[src/rtl/id_report_arbiter.sv]
// id_report_arbiter
//
// Several leaf instances share one identity-report channel. Each leaf raises
// req and presents its instance value plus two parameter values. The arbiter
// picks one leaf round-robin, pulses that leaf's gnt for one cycle, latches
// its triple and source index, and holds them on a valid/ready output until
// the reporter accepts. After each accepted report the search pointer moves
// one past the winner. Each report takes at least two cycles: a grant cycle
// and one IDLE cycle after acceptance.

module id_report_arbiter #(
    parameter int NREQ = 4,   // number of requesters, 2..16
    parameter int DW   = 32,  // width of the id, p1 and p2 fields
    parameter int SW   = 2    // source-index width, NREQ <= 2**SW
) (
    input  logic                 clk,
    input  logic                 rst,
    input  logic [NREQ-1:0]      req,
    output logic [NREQ-1:0]      gnt,
    input  logic [NREQ*DW-1:0]   id_in,
    input  logic [NREQ*DW-1:0]   p1_in,
    input  logic [NREQ*DW-1:0]   p2_in,
    output logic                 out_valid,
    input  logic                 out_ready,
    output logic [DW-1:0]        out_id,
    output logic [DW-1:0]        out_p1,
    output logic [DW-1:0]        out_p2,
    output logic [SW-1:0]        out_src,
    output logic                 busy,
    output logic [15:0]          count
);

    // Two-state controller. IDLE waits for a request; HOLD presents the
    // latched report until the sink takes it.
    localparam logic [0:0] S_IDLE = 1'b0;
    localparam logic [0:0] S_HOLD = 1'b1;

    localparam logic [15:0] CNT_MAX  = 16'hFFFF;
    localparam logic [SW-1:0] LAST_IDX = SW'(NREQ - 1);

    logic [0:0]      state_q, state_d;
    logic [SW-1:0]   ptr_q,   ptr_d;
    logic [NREQ-1:0] gnt_q,   gnt_d;
    logic            valid_q, valid_d;
    logic [DW-1:0]   id_q,    id_d;
    logic [DW-1:0]   p1_q,    p1_d;
    logic [DW-1:0]   p2_q,    p2_d;
    logic [SW-1:0]   src_q,   src_d;
    logic [15:0]     count_q, count_d;

    logic            win_found;
    logic [SW-1:0]   win_idx;
    logic [SW-1:0]   ptr_after_src;
    logic [15:0]     count_inc;

    // Round-robin search: first requesting leaf at or after ptr, wrapping at NREQ.
    always_comb begin
        int cand;
        // NOTE: every variable gets a default before any branch, so no path
        // leaves a value unassigned and no latch is inferred.
        win_found = 1'b0;
        win_idx   = '0;
        cand      = 0;
        for (int i = 0; i < NREQ; i++) begin
            cand = int'(ptr_q) + i;
            if (cand >= NREQ) begin
                cand = cand - NREQ;
            end
            if (!win_found && req[cand]) begin
                win_found = 1'b1;
                win_idx   = SW'(cand);
            end
        end
    end

    // Pointer after acceptance wraps at NREQ-1, not at 2**SW.
    assign ptr_after_src = (src_q == LAST_IDX) ? '0 : src_q + 1'b1;

    // Accepted-report counter saturates instead of wrapping.
    assign count_inc = (count_q == CNT_MAX) ? count_q : count_q + 16'd1;

    // Next-state logic: grant and capture in IDLE, hold and release in HOLD.
    always_comb begin
        state_d = state_q;
        ptr_d   = ptr_q;
        gnt_d   = '0;
        valid_d = valid_q;
        id_d    = id_q;
        p1_d    = p1_q;
        p2_d    = p2_q;
        src_d   = src_q;
        count_d = count_q;

        case (state_q)
            S_IDLE: begin
                if (win_found) begin
                    // Data is taken from the inputs in the grant cycle; later
                    // changes on id_in/p1_in/p2_in do not reach the output.
                    id_d    = id_in[win_idx*DW +: DW];
                    p1_d    = p1_in[win_idx*DW +: DW];
                    p2_d    = p2_in[win_idx*DW +: DW];
                    src_d   = win_idx;
                    gnt_d   = NREQ'(1) << win_idx;
                    valid_d = 1'b1;
                    state_d = S_HOLD;
                end
            end
            S_HOLD: begin
                // req is ignored here; only the sink handshake matters.
                if (out_ready) begin
                    valid_d = 1'b0;
                    ptr_d   = ptr_after_src;
                    count_d = count_inc;
                    state_d = S_IDLE;
                end
            end
            default: begin
                state_d = S_IDLE;
                valid_d = 1'b0;
            end
        endcase
    end

    // State registers; reset discards any report in flight immediately.
    always_ff @(posedge clk or posedge rst) begin
        if (rst) begin
            state_q <= S_IDLE;
            ptr_q   <= '0;
            gnt_q   <= '0;
            valid_q <= 1'b0;
            id_q    <= '0;
            p1_q    <= '0;
            p2_q    <= '0;
            src_q   <= '0;
            count_q <= '0;
        end else begin
            // NOTE: non-blocking assignments so every register samples the
            // pre-edge values, independent of statement order.
            state_q <= state_d;
            ptr_q   <= ptr_d;
            gnt_q   <= gnt_d;
            valid_q <= valid_d;
            id_q    <= id_d;
            p1_q    <= p1_d;
            p2_q    <= p2_d;
            src_q   <= src_d;
            count_q <= count_d;
        end
    end

    assign gnt       = gnt_q;
    assign out_valid = valid_q;
    assign out_id    = id_q;
    assign out_p1    = p1_q;
    assign out_p2    = p2_q;
    assign out_src   = src_q;
    assign busy      = (state_q == S_HOLD);
    assign count     = count_q;

endmodule

[config.mk]
export PLATFORM = sky130hd
export DESIGN_NAME = id_report_arbiter
export DESIGN_NICKNAME = d
export VERILOG_FILES = /design/src/rtl/id_report_arbiter.sv
export SDC_FILE = /design/constraint.sdc
export NUM_CORES = 1
export LEC_CHECK = 0
export CAP_MARGIN = 20
export CORE_AREA = 2 2 200 202
export CTS_CLUSTER_DIAMETER = 80
export DETAILED_ROUTE_END_ITERATION = 16
export DIE_AREA = 0 0 202 204
export GPL_ROUTABILITY_DRIVEN = 0
export PLACE_DENSITY = 0.48
export SYNTH_ARGS = -nofsm -noshare
export SYNTH_HDL_FRONTEND = slang
export SYNTH_SLANG_ARGS = --single-unit
export TNS_END_PERCENT = 5
[constraint.sdc]
create_clock -name clk -period 5.7 [get_ports clk]
set_clock_uncertainty 0.05 [all_clocks]
set_input_delay 1.14 -clock clk [delete_from_list [all_inputs] [get_ports clk]]
set_output_delay 1.14 -clock clk [all_outputs]
set_load 0.03 [all_outputs]
==> impl_summary.txt <==
----------------------------------------------------
[Clocking]
  Maximum clock insertion buffer count ... 2
  Clock Root Buffer ... clkbuf_16
  H-tree level count ... 4
  Clock slew at the register clock pins of the worst setup and hold paths ... 0.06 ns
  CTS buffer count ... 17
  Post-CTS Repair Setup Buffers ... 0
  Clock latency on the worst-skew pair ... 0.44 ns
  TritonCTS clock tree ... done
  Count of instances resized after the clock tree is built ... 0
  Hold buffer count at CTS ... 0
  Clock sink count ... 122

[Worst setup path]
  Max Fanout on Critical Path ... 51
  Startpoint kind of the worst setup timing path ... primary input
  Critical path class ... primary input to flip-flop
  Library cell contributing the largest single delay on the critical path ... nor4_1
  CP Buf/Inv Count ... 2
  Worst EP arrival ... 3.91 ns
  Crit-path leading delay family ... simple AND/OR/NAND/NOR gates
  Critical Path Max Stage Delay ... 0.74 ns
  Element type at the critical path end ... flip-flop
  Critical path, cell by cell ... clkdlybuf4s50_1, nor4_1, or2_4, buf_12, a41oi_1, a31oi_1
  Data required time at the worst endpoint ... 6.01 ns

[Floorplanning]
  DIE HEIGHT ... 204 um
  Floorplan core area ... 39,200 um^2
  Initial core utilization ... 18.3%
  Chip width ... 202 um
  Number of rows created at floorplan ... 73
  Top-Level Pins ... 511
  DIE AREA ... 41,200 um^2

[Logic synthesis]
  Async S/R FF share, synth ... 100%
  Yosys top cell area share ... 42.5%
  Post-synthesis cell count ... 804
  Ys Warns ... 0
  Commonest cells in the synthesized netlist ... 122 x dfrtp_1, 103 x nor2_1, 98 x o21ai_0
  Synthesized area per cell ... 8.94 um^2
  Post-synthesis instance area ... 7190 um^2
  Top flip-flop cell by instance count after synthesis ... dfrtp_1
  Number of flip-flops and latches in the synthesized netlist ... 122
  Sequential area share after synthesis ... 42.5%
  EDFF count, synth ... 0
  Net count after synthesis ... 1,197
  Synth cell types ... 43
  Most frequently used cell type in the post-synthesis netlist ... dfrtp_1
  Cell types with the largest area share after synthesis ... dfrtp_1 42%, a41oi_1 12%, a22oi_1 10%, a31oi_1 8.4%, o21ai_0 6.8%
  Cell type with the largest total area after synthesis ... dfrtp_1

[GRT]
  First-pass GRT wire length ... 57,000 um
  Number of antenna violations at the first check in global routing ... 2
  Overall fraction of global-route tracks in use ... 18.2%
  Remaining Overflow, GRT ... 0
  Via count of the first global-routing pass ... 9,176
  Largest net degree at the start of global routing ... 97

[Placement]
  Number of I/O port buffers ... 510
  Worst-case setup slack after placement ... 1.66 ns
  DP Cell Count ... 1,756
  HPWL after detailed placement ... 27,500 um
  Post-Place Cell Area ... 12,700 um^2

[Cells and area]
  Cell area after layout ... 13,300 um^2
  Filler cell count ... 4,036
  Layout cells sized above 1 ... 4.52%
  Synthesis-to-finish area growth ... 85.6%
  Final instance count without filler cells ... 1,786
  Layout net count ... 1,643

[Route]
  Drt drc ... 0
  ANT nets after route ... 0
  Sum of routed wire length over all layers ... 38,600 um
  Vias ... 8,906
  First DRT Iteration DRCs ... 493
  Per-cell via count in the routed design ... 4.99
  Number of iterations in the first detailed-routing pass ... 5
  Average wire length per cell after detail routing ... 21.6 um

[Timing]
  Ratio of final minimum period to clock period ... 63.2%
  Worst setup margin ... 2.10 ns
  Setup repair after global routing missed its margin ... no
  Slew Limit Fails ... 0
  Achievable frequency ... 278 MHz
  Count of endpoints failing setup in the final report ... 0
  Total Negative Setup Slacks ... 0 ns
  Rel. slew slack ... 32.2%
  Hold violation count in the final report ... 0
  Period minus WS final ... 3.60 ns
  Measured slew at the worst slew-check pin ... 1.02 ns

[Power and ir drop]
  Pwr/cell area ... 383 nW/um^2
  Maximum vdd drop ... 0.207 mV
  Static leakage power ... 4.81 nW

[Hold path]
  Worst Hold Class ... flip-flop to flip-flop

[Run]
  Max Cap Viol ... 0

[Status]
  Status ... completed

----------------------------------------------------
==> power breakdown <==
part	switching (mW)	total, mW	internal (mW)
sequential	0.208	1.35	1.14
combinational	1.55	2.61	1.06
clock	0.432	1.14	0.712
total	2.19	5.11	2.91
==> state kept, by name, indices dropped and copies added (netlist names) <==
name       count
out_src        2
out_p1        32
gnt            4
out_id        32
out_valid      1
ptr_q          2
busy           1
count         16
out_p2        32
==> worst reg2reg max path, cell delays in order, from the launching register on <==
cell,delay [ns]
dfrtp_1,0.65
nor2b_1,0.15
o21ai_4,0.69
buf_4,0.52
a41oi_1,0.21
a31oi_1,0.20
==> layer usage <==
| layer | track usage [%] | routed length, um |
|---|---|---|
| met1 | 21.6 | 15700 |
| met3 | 5.23 | 2870 |
| met4 | 5.23 | 641 |
| met5 | 0 | 13 |
| met2 | 31.7 | 19400 |
==> cells in the final DEF (no fill, tap or decap), drive strengths merged, types with 2 or more instances in the layout <==
cell           netlist  layout
a2111oi              5       5
a211oi               2       2
a21o                 2       2
a21oi                6       6
a22oi               96      96
a31oi               96      96
a41oi               96      96
buf                 30      16
bufinv               0       3
clkbuf              68      21
clkdlybuf4s50        0     509
clkinv               0       3
clkinvlp             0       2
dfrtp              122     122
ha                   2       2
inv                  4       4
mux2                 2       2
mux2i                2       2
nand2               11      11
nand2b               4       4
nand3                7       7
nand4                4       4
nor2               103     103
nor2b                3       3
nor3                 2       2
nor4                 6       6
o21a                 2       2
o21ai               99      99
o31ai                2       2
or2                  3       3
or3                  2       2
xor2                15      15
==> cell families (layout without fill, tap and decap cells) <==
group / after synthesis / in the layout / share of synthesized area, %
buffers and inverters: 102 / 558 / 6.02
AOI/OAI and AO/OA: 410 / 410 / 39.6
muxes: 4 / 4 / 0.592
other: 0 / 1 / 0
and+or+nand+nor: 149 / 149 / 9.11
adders and majority gates: 2 / 2 / 0.348
DFF: 122 / 122 / 42.5
xor gates and xnor gates: 15 / 15 / 1.83
==> path summary, 6_finish.rpt <==
check                      slack [ns]  cells after the start          to  startpoint
max                              2.10                      6  out_p2[23]      req[2]
min                              0.44                      1   out_valid   out_valid
max reg2reg                      3.15                      5  out_id[14]    ptr_q[1]
min reg2reg                      0.44                      1   out_valid   out_valid
max in group asynchronous        3.33                      3   out_p1[5]         rst
min in group asynchronous        1.22                      2  out_id[21]         rst
==> stage by stage <==
step / util (%) / power (mW) / hold slack, ns
after CTS: 34.0 / 5.17 / 0.451
after detailed placement: 32.5 / 4.00 / 0.437
after floorplan: - / 2.74 / 0.495
final: 34.0 / 5.11 / 0.444
after global routing: 34.0 / 5.39 / 0.470
after global placement: 32.5 / 4.00 / 0.430
==> area by class of cell <==
class                           count  area (um^2)  area share (%)
Sequential cell                   122         3050            22.9
Tap cell                          525          657            4.93
Antenna cell                        1         2.50          0.0188
Multi-Input combinational cell    580         3750            28.1
Timing Repair Buffer              525         5270            39.5
Clock inverter                      8          120           0.901
Clock buffer                       21          470            3.53
Inverter                            4         20.0           0.150
Power figures use the tool's default switching activity.
